$ cat config.mk
export PLATFORM = sky130hd
export DESIGN_NAME = tt_um_adennen_inv_array
export DESIGN_NICKNAME = d
export VERILOG_FILES = /design/src/rtl/tt_inv_pkg.sv /design/src/rtl/tt_um_adennen_inv_array_sync_edge.sv /design/src/rtl/tt_um_adennen_inv_array.sv
export SDC_FILE = /design/constraint.sdc
export NUM_CORES = 1
export LEC_CHECK = 0
export ABC_AREA = 1
export CAP_MARGIN = 20
export CORE_MARGIN = 2
export CORE_UTILIZATION = 50
export CTS_CLUSTER_SIZE = 12
export DETAILED_ROUTE_END_ITERATION = 10
export PLACE_DENSITY = 0.75
export SLEW_MARGIN = 20
export SYNTH_ARGS = -nofsm -noshare
export SYNTH_HDL_FRONTEND = slang
export SYNTH_SLANG_ARGS = --single-unit
$ cat constraint.sdc
create_clock -name clk -period 1.8 [get_ports clk]
set_input_delay 0.18 -clock clk [delete_from_list [all_inputs] [get_ports clk]]
set_output_delay 0.18 -clock clk [all_outputs]
set_load 0.005 [all_outputs]
$ cat src/rtl/tt_inv_pkg.sv
// Shared types and constants for the programmable inverter array tile.
package tt_inv_pkg;

   // Edge counter width; readout is exactly two bytes.
   localparam int CNT_W = 16;

   // Measurement sequencer states.
   typedef enum logic [1:0] {
      IDLE  = 2'd0,
      ARM   = 2'd1,
      COUNT = 2'd2,
      DONE  = 2'd3
   } state_t;

   // Output byte selection codes on uio_in[6:5].
   localparam logic [1:0] OSEL_DATA   = 2'b00;
   localparam logic [1:0] OSEL_CNT_LO = 2'b01;
   localparam logic [1:0] OSEL_CNT_HI = 2'b10;
   localparam logic [1:0] OSEL_STATUS = 2'b11;

   // Increment that sticks at all-ones instead of wrapping.
   function automatic logic [CNT_W-1:0] sat_inc(input logic [CNT_W-1:0] v);
      return (v == {CNT_W{1'b1}}) ? v : v + 1'b1;
   endfunction

endpackage

$ cat src/rtl/tt_um_adennen_inv_array_sync_edge.sv
// Multi-bit input synchroniser with an optional rising-edge detector.
// Each bit is synchronised independently; no bus coherence is implied.
module sync_edge #(
   parameter int W      = 1,
   parameter int STAGES = 2,
   parameter bit EDGE   = 1'b0
) (
   input  logic         i_clk,
   input  logic         i_rst_n,
   input  logic [W-1:0] i_d,
   output logic [W-1:0] o_q,
   output logic [W-1:0] o_rise
);

   logic [W-1:0] r_stg [STAGES];

   // Shift the raw inputs through the flop chain.
   always_ff @(posedge i_clk or negedge i_rst_n) begin
      if (!i_rst_n) begin
         for (int k = 0; k < STAGES; k++) r_stg[k] <= '0;
      end else begin
         r_stg[0] <= i_d;
         for (int k = 1; k < STAGES; k++) r_stg[k] <= r_stg[k-1];
      end
   end

   assign o_q = r_stg[STAGES-1];

   generate
      if (EDGE) begin : g_edge
         logic [W-1:0] r_prev;

         // Remember last synchronised value for rising-edge detection.
         always_ff @(posedge i_clk or negedge i_rst_n) begin
            if (!i_rst_n) r_prev <= '0;
            else          r_prev <= o_q;
         end

         assign o_rise = o_q & ~r_prev;
      end else begin : g_no_edge
         assign o_rise = '0;
      end
   endgenerate

endmodule

$ cat src/rtl/tt_um_adennen_inv_array.sv
// TinyTapeout tile: per-channel programmable inverters plus a gated
// toggle counter on one selectable channel for on-silicon checking.
module tt_um_adennen_inv_array
   import tt_inv_pkg::*;
#(
   parameter int CHANNELS    = 8,
   parameter int SYNC_STAGES = 2,
   parameter int GATE_CYCLES = 1000
) (
   input  logic       clk,
   input  logic       rst_n,
   input  logic       ena,
   input  logic [7:0] ui_in,
   output logic [7:0] uo_out,
   input  logic [7:0] uio_in,
   output logic [7:0] uio_out,
   output logic [7:0] uio_oe
);

   localparam int GATE_W = $clog2(GATE_CYCLES + 1);
   localparam logic [GATE_W-1:0] GATE_LOAD = GATE_W'(GATE_CYCLES);
   localparam logic [GATE_W-1:0] GATE_LAST = GATE_W'(1);

   logic [CHANNELS-1:0] w_ch_sync;
   logic [CHANNELS-1:0] w_ch_rise_nc;
   logic [6:0]          w_ctl_sync;
   logic [6:0]          w_ctl_rise;
   logic                w_cfg_rise;
   logic                w_start_rise;
   logic [2:0]          w_ch_sel;
   logic [1:0]          w_out_sel;
   logic [7:0]          w_ch_pad;
   logic [7:0]          w_out_pad;
   logic                w_sample;
   logic                w_busy;

   logic [CHANNELS-1:0] r_inv_mask;
   logic [CHANNELS-1:0] r_out_q;
   state_t              r_state;
   logic [2:0]          r_ch_q;
   logic                r_prev;
   logic [GATE_W-1:0]   r_gate;
   logic [CNT_W-1:0]    r_count;
   logic                r_done;
   logic                r_sat;

   sync_edge #(
      .W      (CHANNELS),
      .STAGES (SYNC_STAGES),
      .EDGE   (1'b0)
   ) u_sync_ch (
      .i_clk   (clk),
      .i_rst_n (rst_n),
      .i_d     (ui_in[CHANNELS-1:0]),
      .o_q     (w_ch_sync),
      .o_rise  (w_ch_rise_nc)
   );

   sync_edge #(
      .W      (7),
      .STAGES (SYNC_STAGES),
      .EDGE   (1'b1)
   ) u_sync_ctl (
      .i_clk   (clk),
      .i_rst_n (rst_n),
      .i_d     (uio_in[6:0]),
      .o_q     (w_ctl_sync),
      .o_rise  (w_ctl_rise)
   );

   assign w_cfg_rise   = w_ctl_rise[0];
   assign w_start_rise = w_ctl_rise[1];
   assign w_ch_sel     = w_ctl_sync[4:2];
   assign w_out_sel    = w_ctl_sync[6:5];
   assign w_busy       = (r_state == ARM) || (r_state == COUNT);

   // Zero-extend channel vectors to a full byte; absent channels read as 0.
   always_comb begin
      w_ch_pad                 = '0;
      w_ch_pad[CHANNELS-1:0]   = w_ch_sync;
      w_out_pad                = '0;
      w_out_pad[CHANNELS-1:0]  = r_out_q;
   end

   // Counter taps the synchronised input ahead of the mask, so mask
   // reloads never disturb a running measurement.
   assign w_sample = w_ch_pad[r_ch_q];

   // Invert mask, reloaded from the data pins on a cfg_wr rising edge.
   always_ff @(posedge clk or negedge rst_n) begin
      if (!rst_n)          r_inv_mask <= '1;
      else if (w_cfg_rise) r_inv_mask <= w_ch_sync;
   end

   // Registered inverter datapath.
   always_ff @(posedge clk or negedge rst_n) begin
      if (!rst_n) r_out_q <= '0;
      else        r_out_q <= w_ch_sync ^ r_inv_mask;
   end

   // Measurement sequencer: arm, count toggles over the gate, hold result.
   always_ff @(posedge clk or negedge rst_n) begin
      if (!rst_n) begin
         r_state <= IDLE;
         r_ch_q  <= '0;
         r_prev  <= 1'b0;
         r_gate  <= '0;
         r_count <= '0;
         r_done  <= 1'b0;
         r_sat   <= 1'b0;
      end else begin
         case (r_state)
            IDLE, DONE: begin
               if (w_start_rise) begin
                  r_state <= ARM;
                  r_ch_q  <= w_ch_sel;
                  r_count <= '0;
                  r_done  <= 1'b0;
                  r_sat   <= 1'b0;
               end
            end
            ARM: begin
               r_prev  <= w_sample;
               r_gate  <= GATE_LOAD;
               r_state <= COUNT;
            end
            COUNT: begin
               if (w_sample != r_prev) begin
                  r_count <= sat_inc(r_count);
                  if (sat_inc(r_count) == {CNT_W{1'b1}}) r_sat <= 1'b1;
               end
               r_prev <= w_sample;
               r_gate <= r_gate - 1'b1;
               if (r_gate == GATE_LAST) begin
                  r_state <= DONE;
                  r_done  <= 1'b1;
               end
            end
            default: r_state <= IDLE;
         endcase
      end
   end

   // Output byte selection.
   always_comb begin
      uo_out = '0;
      case (w_out_sel)
         OSEL_DATA:   uo_out = w_out_pad;
         OSEL_CNT_LO: uo_out = r_count[7:0];
         OSEL_CNT_HI: uo_out = r_count[15:8];
         OSEL_STATUS: uo_out = {w_busy, r_done, r_sat, 2'b00, r_ch_q};
         default:     uo_out = '0;
      endcase
   end

   assign uio_out = '0;
   assign uio_oe  = '0;

   // Inputs intentionally left without a function in this tile.
   logic w_unused_ok;
   assign w_unused_ok = &{1'b0, ena, ui_in, uio_in[7], w_ch_rise_nc,
                          w_ctl_rise[6:2], w_ctl_sync[1:0]};

endmodule

# Yosys cells after proc, flatten, opt, wreduce, memory -nomap -nowiden
# Cells that the tools add are included.
# Widths: inputs -> output; s select.
# classes
mux	17
eq_ne	14
reduce_logical	12
n_addsub	2
order_cmp	1
bitwise_logic	3
# op_table
operator	count
$mux 16	3
$eq 16x16->1 const B	2
$pmux 16 s2	1
$pmux 8 s4	1
$pmux 10 s2	1
$add 16x1->16 const B	1
$eq 10x1->1 const B	1
$sub 10x1->10 const B	1
$eq 2x2->1 const B	4
$ne 2x1->1 const B	4
$xor 8x8->8	1
$pmux 2 s3	1
$reduce_and 3->1	2
$mux 1	5
$eq 2x1->1 const B	2
$logic_not 2->1	2
$lt 3x4->1 const B	1
$mux 2	2
$pmux 1 s2	2
$reduce_and 2->1	2
$reduce_and 4->1	1
$reduce_bool 2->1	2
$reduce_or 2->1	2
$bmux 1 s3	1
other kinds (4)	4
# word_totals
regBits	82
input_bits	19

# Longest topological paths before layout
# depth
word_depth	6
ltp_mapped	13
mapped_depth_nobuf	12

# Cells and area by module
# A second synthesis with hierarchy kept.
# unflattened
hier_cells	476
area_unflattened_um2	4182.8
# by_module_without_submodules
mod	area_per_inst_um2	n_inst	cells_each	seq_area_each_um2
tt_um_adennen_inv_array	3010.4	1	401	1261.2
sync_edge at u_sync_ctl	648.1	1	42	525.5
sync_edge at u_sync_ch	524.3	1	33	400.4

# Least setup slack after synthesis
# OpenSTA, ideal clock, no wires.
# synth_path
path_kind	register -> register
from	reg r_state[0]
to	reg r_count[10]
t_required_ns	1.717
setup_time_ns	0.083
arrival_ns	1.678
slack_ns	0.039
path_stages_with_launch	12
period_less_slack_ns	1.761
path_cell_list	dfrtp_1 -> inv_1 -> ha_1 -> buf_2 -> inv_1 -> a21oi_1 -> nor2_1 -> o21ai_1 -> inv_1 -> clkbuf_1 -> nand3_1 -> o21ai_0
# synth_between
elab_chain_cells	4
elab_cells_between_ends	9
classes_between	4 x eq/ne; 1 x mux; 4 x reduce/logical
# synth_lines
element	line_no	rtl
from (decl)	tt_um_adennen_inv_array.sv:39	state_t r_state;
from (signal assigned)	tt_um_adennen_inv_array.sv:104	r_state <= IDLE;
from (signal assigned)	tt_um_adennen_inv_array.sv:115	r_state <= ARM;
from (signal assigned)	tt_um_adennen_inv_array.sv:125	r_state <= COUNT;
$eq 2x2->1 or $logic_not 2->1 (tied branches)	tt_um_adennen_inv_array.sv:112	case (r_state)
$reduce_or 2->1	tt_um_adennen_inv_array.sv:112	
$ne 2x1->1 (no line) or $reduce_bool 2->1 (tied branches)	--	
$reduce_and 3->1 (no line)	--	
to (signal assigned)	tt_um_adennen_inv_array.sv:129	r_count <= sat_inc(r_count);
to (decl)	tt_um_adennen_inv_array.sv:43	logic [CNT_W-1:0] r_count;
# Parallel ways exist; a longest one is shown, timed or not.
# A chain may end at the register's enable or synchronous reset.

# Worst setup path in the final report
# layout_path
from	reg r_count[0]
to	reg r_sat
# layout_between
elab_chain_cells	5
elab_cells_between_ends	6
classes_between	1 x add/sub; 3 x eq/ne; 1 x mux; 1 x reduce/logical
# layout_lines
element	line_no	rtl
$add 16x1->16 or $eq 16x16->1 (tied branches)	tt_inv_pkg.sv:23	return (v == {CNT_W{1'b1}}) ? v : v + 1'b1;
$mux 16 (*)	tt_inv_pkg.sv:23	
$eq 16x16->1 (*)	tt_um_adennen_inv_array.sv:130	if (sat_inc(r_count) == {CNT_W{1'b1}}) r_sat <= 1'b1;
$ne 2x1->1 (no line) (*)	--	
$reduce_and 4->1 (no line) (*)	--	
to (signal assigned)	tt_um_adennen_inv_array.sv:110	r_sat <= 1'b0;
to (signal assigned)	tt_um_adennen_inv_array.sv:119	r_sat <= 1'b0;
to (signal assigned)	tt_um_adennen_inv_array.sv:130	
to (decl)	tt_um_adennen_inv_array.sv:45	logic r_sat;
# Mark *: on every way between the ends. The rest lies on a longest branch, timed or not.

==> metrics.csv <==
stage,metric,value,unit
clocking,H-tree Lvls,3,
place,DP HPWL,5852,microns
die,total core area,7331,sq um
sta,Hold Fails Final Rpt,0,
place,pre-CTS worst setup slack,-0.08963,ns
setup_path,slowest CP cell,dfrtp_1,
run_status,failing checks,setup timing,
global_route,vias in the first global route,3029,
die,area of the die,8349,sq um
synth,Yosys reg bits,82,
die,io pins,43,
global_route,first-pass GRT wire length,13500,microns
setup_path,CP startpoint kind,register,
flow_run,Max Cap Viol,0,
global_route,initial antenna violation count,0,
finish,final design utilization,0.6247,
synth,Post-Syn Area,3817,sq um
sta,Setup Skew,0.005409,ns
drt,metal1 wirelength,3377,microns
drt,DR vias,3084,
min_path,Hold Crit Class,input pin to asynchronous set/reset pin,
clocking,Max clock buf depth,2,
setup_path,Setup CP Type,register to register,
drt,WL met3,529,microns
synth,leading area contributor after synthesis,dfrtp_1,
power,clock power share,0.248,
sta,minimum clock period,1.811,ns
finish,"Design Area, Final",4579,sq um
run_status,status,"complete, but fails checks",
finish,Fillers,607,
synth,Area contributors post-synth,"dfrtp_1, nand2_1, dfstp_2",
synth,Ys Warns,0,
power,power share of the sequential group,0.431,
clocking,Worst-Skew Late Latency,0.36,ns
power,Worst VDD drop,0.0008329,V
power,Comb pwr share,0.321,
sta,Final Worst Setup Slack,-0.01055,ns
die,Die X-Extent,91.38,microns
power,Sw Share,0.3818,
sta,hold_ws,0.2345,ns
sta,Worst Tran Pin Value,0.4996,ns
setup_path,Critical path buffers and inverters,1,
clocking,CTS sink cnt,82,
power,Pleak,0.002142,uW
drt,top sig layer,met4,
drt,First DRT Iteration DRCs,159,
clocking,clock transition at the registers of the reported paths,0.09,ns
synth,post-synthesis cell type count,35,
setup_path,"Data required, critical path",2.09,ns
synth,cells after synthesis,435,
sta,RSZ-0062 raised after global routing,true,
power,Int Pwr,3262,uW
drt,router iterations before antenna repair,5,
place,GPL Wtd Cong,0.9333,
sta,Slew HR,0.6661,
setup_path,Critical Path Fanout Max,3,
setup_path,Worst setup EP type,register,
power,Pwr Density,1152,nW/um^2
setup_path,"Cell Chain, Critical Path",ha_2 -> nand2_2 -> nor2_4 -> nand2_4 -> nor2_4 -> buf_4 -> nand2_1 -> nand2_1 -> nand3_1 -> nor2_1 -> nand3_1 -> a21oi_2,
global_route,Total Routing Usage GR,0.2056,
clocking,CTS tree,yes,
finish,Area Growth Syn to Fin,19.96,%
drt,final WL,7972,microns
synth,"Avg Cell Area, Syn",8.776,sq um
place,placement-stage cell area,4252,sq um
clocking,CTS root buf,clkbuf_8,
setup_path,critical path arrival,2.10,ns
drt,Post-DRT Antenna Nets,0,
drt,vias per cell,5.166,
finish,ratio of cells with drive above 1 in the final layout,0.1928,
sta,# setup viols final,1,
sta,fmax,0.5523,GHz
die,initial core utilization,0.5207,
setup_path,largest delay contributor family on the critical path,simple AND/OR/NAND/NOR gates,
finish,Ant. Diodes,0,
synth,Yosys top cell area share,0.4851,
place,I/O Buffers,24,
drt,DRC Markers,0,
finish,Nets,518,
setup_path,CP peak stage delay,0.37,ns
sta,Slew Limit Fails,0,
die,die height,91.38,microns
die,# rows,31,
drt,routed len/inst,13.35,microns
drt,metal2 WL,3938,microns
global_route,largest net degree at the start of global routing,47,
power,Switch Pwr,2015,uW
synth,part of the Yosys area used for sequential elements,0.5402,
sta,Final period util,1.006,
global_route,gr ovfl total,0,
clocking,TritonCTS Buffers,9,
==> registers in the layout, summed over array words and instances (netlist names) <==
register                  cells
u_sync_ctl.g_edge.r_prev      2
r_count                      16
u_sync_ctl.r_stg              7
r_state                       2
r_out_q                       8
u_sync_ch.r_stg               8
u_sync_ctl.o_q                7
r_done                        1
r_sat                         1
r_ch_q                        3
u_sync_ch.o_q                 8
r_gate                       10
r_inv_mask                    8
r_prev                        1
==> cells by family after synthesis <==
| kind of cell | synth area share |
|---|---|
| compound gates | 0.09210 |
| xor+xnor | 0.03900 |
| fa+ha+maj | 0.01967 |
| buf+inv | 0.09243 |
| flops | 0.5402 |
| other cells | 0.0009823 |
| simple gates | 0.2157 |
==> Yosys cell counts <==
master     number
a21oi_1         8
a21oi_2         1
a22oi_1         1
a31oi_1         1
buf_1           1
buf_2           3
buf_4          16
buf_6           1
clkbuf_1        3
conb_1          1
dfrtp_1        74
dfstp_2         8
ha_1            6
inv_1          49
inv_2           2
nand2_1       109
nand2_2         1
nand2_4         1
nand3_1        38
nand4_1         3
nor2_1         35
nor2_4          3
nor3_1          2
nor4_1          1
o2111ai_1       5
o211a_1         1
o211ai_1        2
o21ai_0        34
o21ai_1         1
o21ai_2         1
o221ai_1        1
o22ai_1         2
o31ai_1         2
or2_2           1
xor2_1         17
==> layout make-up <==
type | count | area [sq um] | share of cell area
Multi-Input combinational cell | 293 | 1529 | 0.3339
Tap cell | 99 | 123.9 | 0.02705
Timing Repair Buffer | 56 | 456.7 | 0.09973
Clock buffer | 9 | 123.9 | 0.02705
Inverter | 51 | 196.4 | 0.04290
Clock inverter | 7 | 81.33 | 0.01776
Sequential cell | 82 | 2068 | 0.4516
==> power groups by stage <==
stage	clock network [uW]	logic (uW)	registers, uW
2_1_floorplan	0	997	2260
3_3_place_gp	0	1500	2270
3_5_place_dp	0	1570	2290
4_1_cts	1360	1640	2260
5_1_grt	1440	1900	2310
6_report	1310	1690	2270
==> final timing paths <==
kind                       slack, ns                 start  depth (start not counted)                   to
max                            -0.01            r_count[0]                         12                r_sat
min                             0.23                 rst_n                          2           r_out_q[4]
max reg2reg                    -0.01            r_count[0]                         12                r_sat
min reg2reg                     0.35  u_sync_ctl.r_stg[10]                          0    u_sync_ctl.o_q[3]
max in group asynchronous       1.00                 rst_n                          3        r_inv_mask[0]
min in group clk                0.25             uio_in[2]                          1  u_sync_ctl.r_stg[9]
==> placed cells by master, fill, tap and decap left out, drive strengths merged, types with 2 or more instances in the layout <==
master           n
conb            16
o2111ai          5
nor3             2
clkbuf          15
dfstp            8
nand2          111
o22ai            2
clkdlybuf4s50   15
o21ai           36
nor2            38
o211ai           2
dfrtp           74
buf             33
clkinv           3
inv             55
ha               6
o31ai            2
nand3           38
a21oi            9
xor2            17
nand4            3
==> metal layers <==
metal,track usage,vias to the layer above
li1,-,1478
met1,0.2632,1486
met2,0.3457,104
met3,0.05394,16
met4,0.05808,0
met5,0,-
==> worst register-to-register path: cells and delay by family, from the launching register on <==
family | cells | cell delay [ns]
adder cells (fa/ha/maj) | 1 | 0.19
AND/OR/NAND/NOR | 9 | 0.89
flip-flops | 1 | 0.37
buffers and inverters | 1 | 0.13
AO/OA/AOI/OAI | 1 | 0.15
==> per-stage QoR <==
stage | setup TNS, ns | power [uW] | std cells
2_1_floorplan | 0 | 3260 | 450
3_3_place_gp | -0.2665 | 3770 | 571
3_5_place_dp | -0.7967 | 3863 | 571
4_1_cts | -0.1528 | 5257 | 592
5_1_grt | -0.5371 | 5645 | 597
6_report | -0.01055 | 5277 | 597
==> timing repair <==
action                     CTS  global route
hold endpoints to repair    18             0
setup buffers                4             5
hold buffers                 1             0
resized for setup           30            22
pin swaps                    2             9
setup endpoints to repair   20            20
No activity file was read; power rests on OpenSTA's default activity.
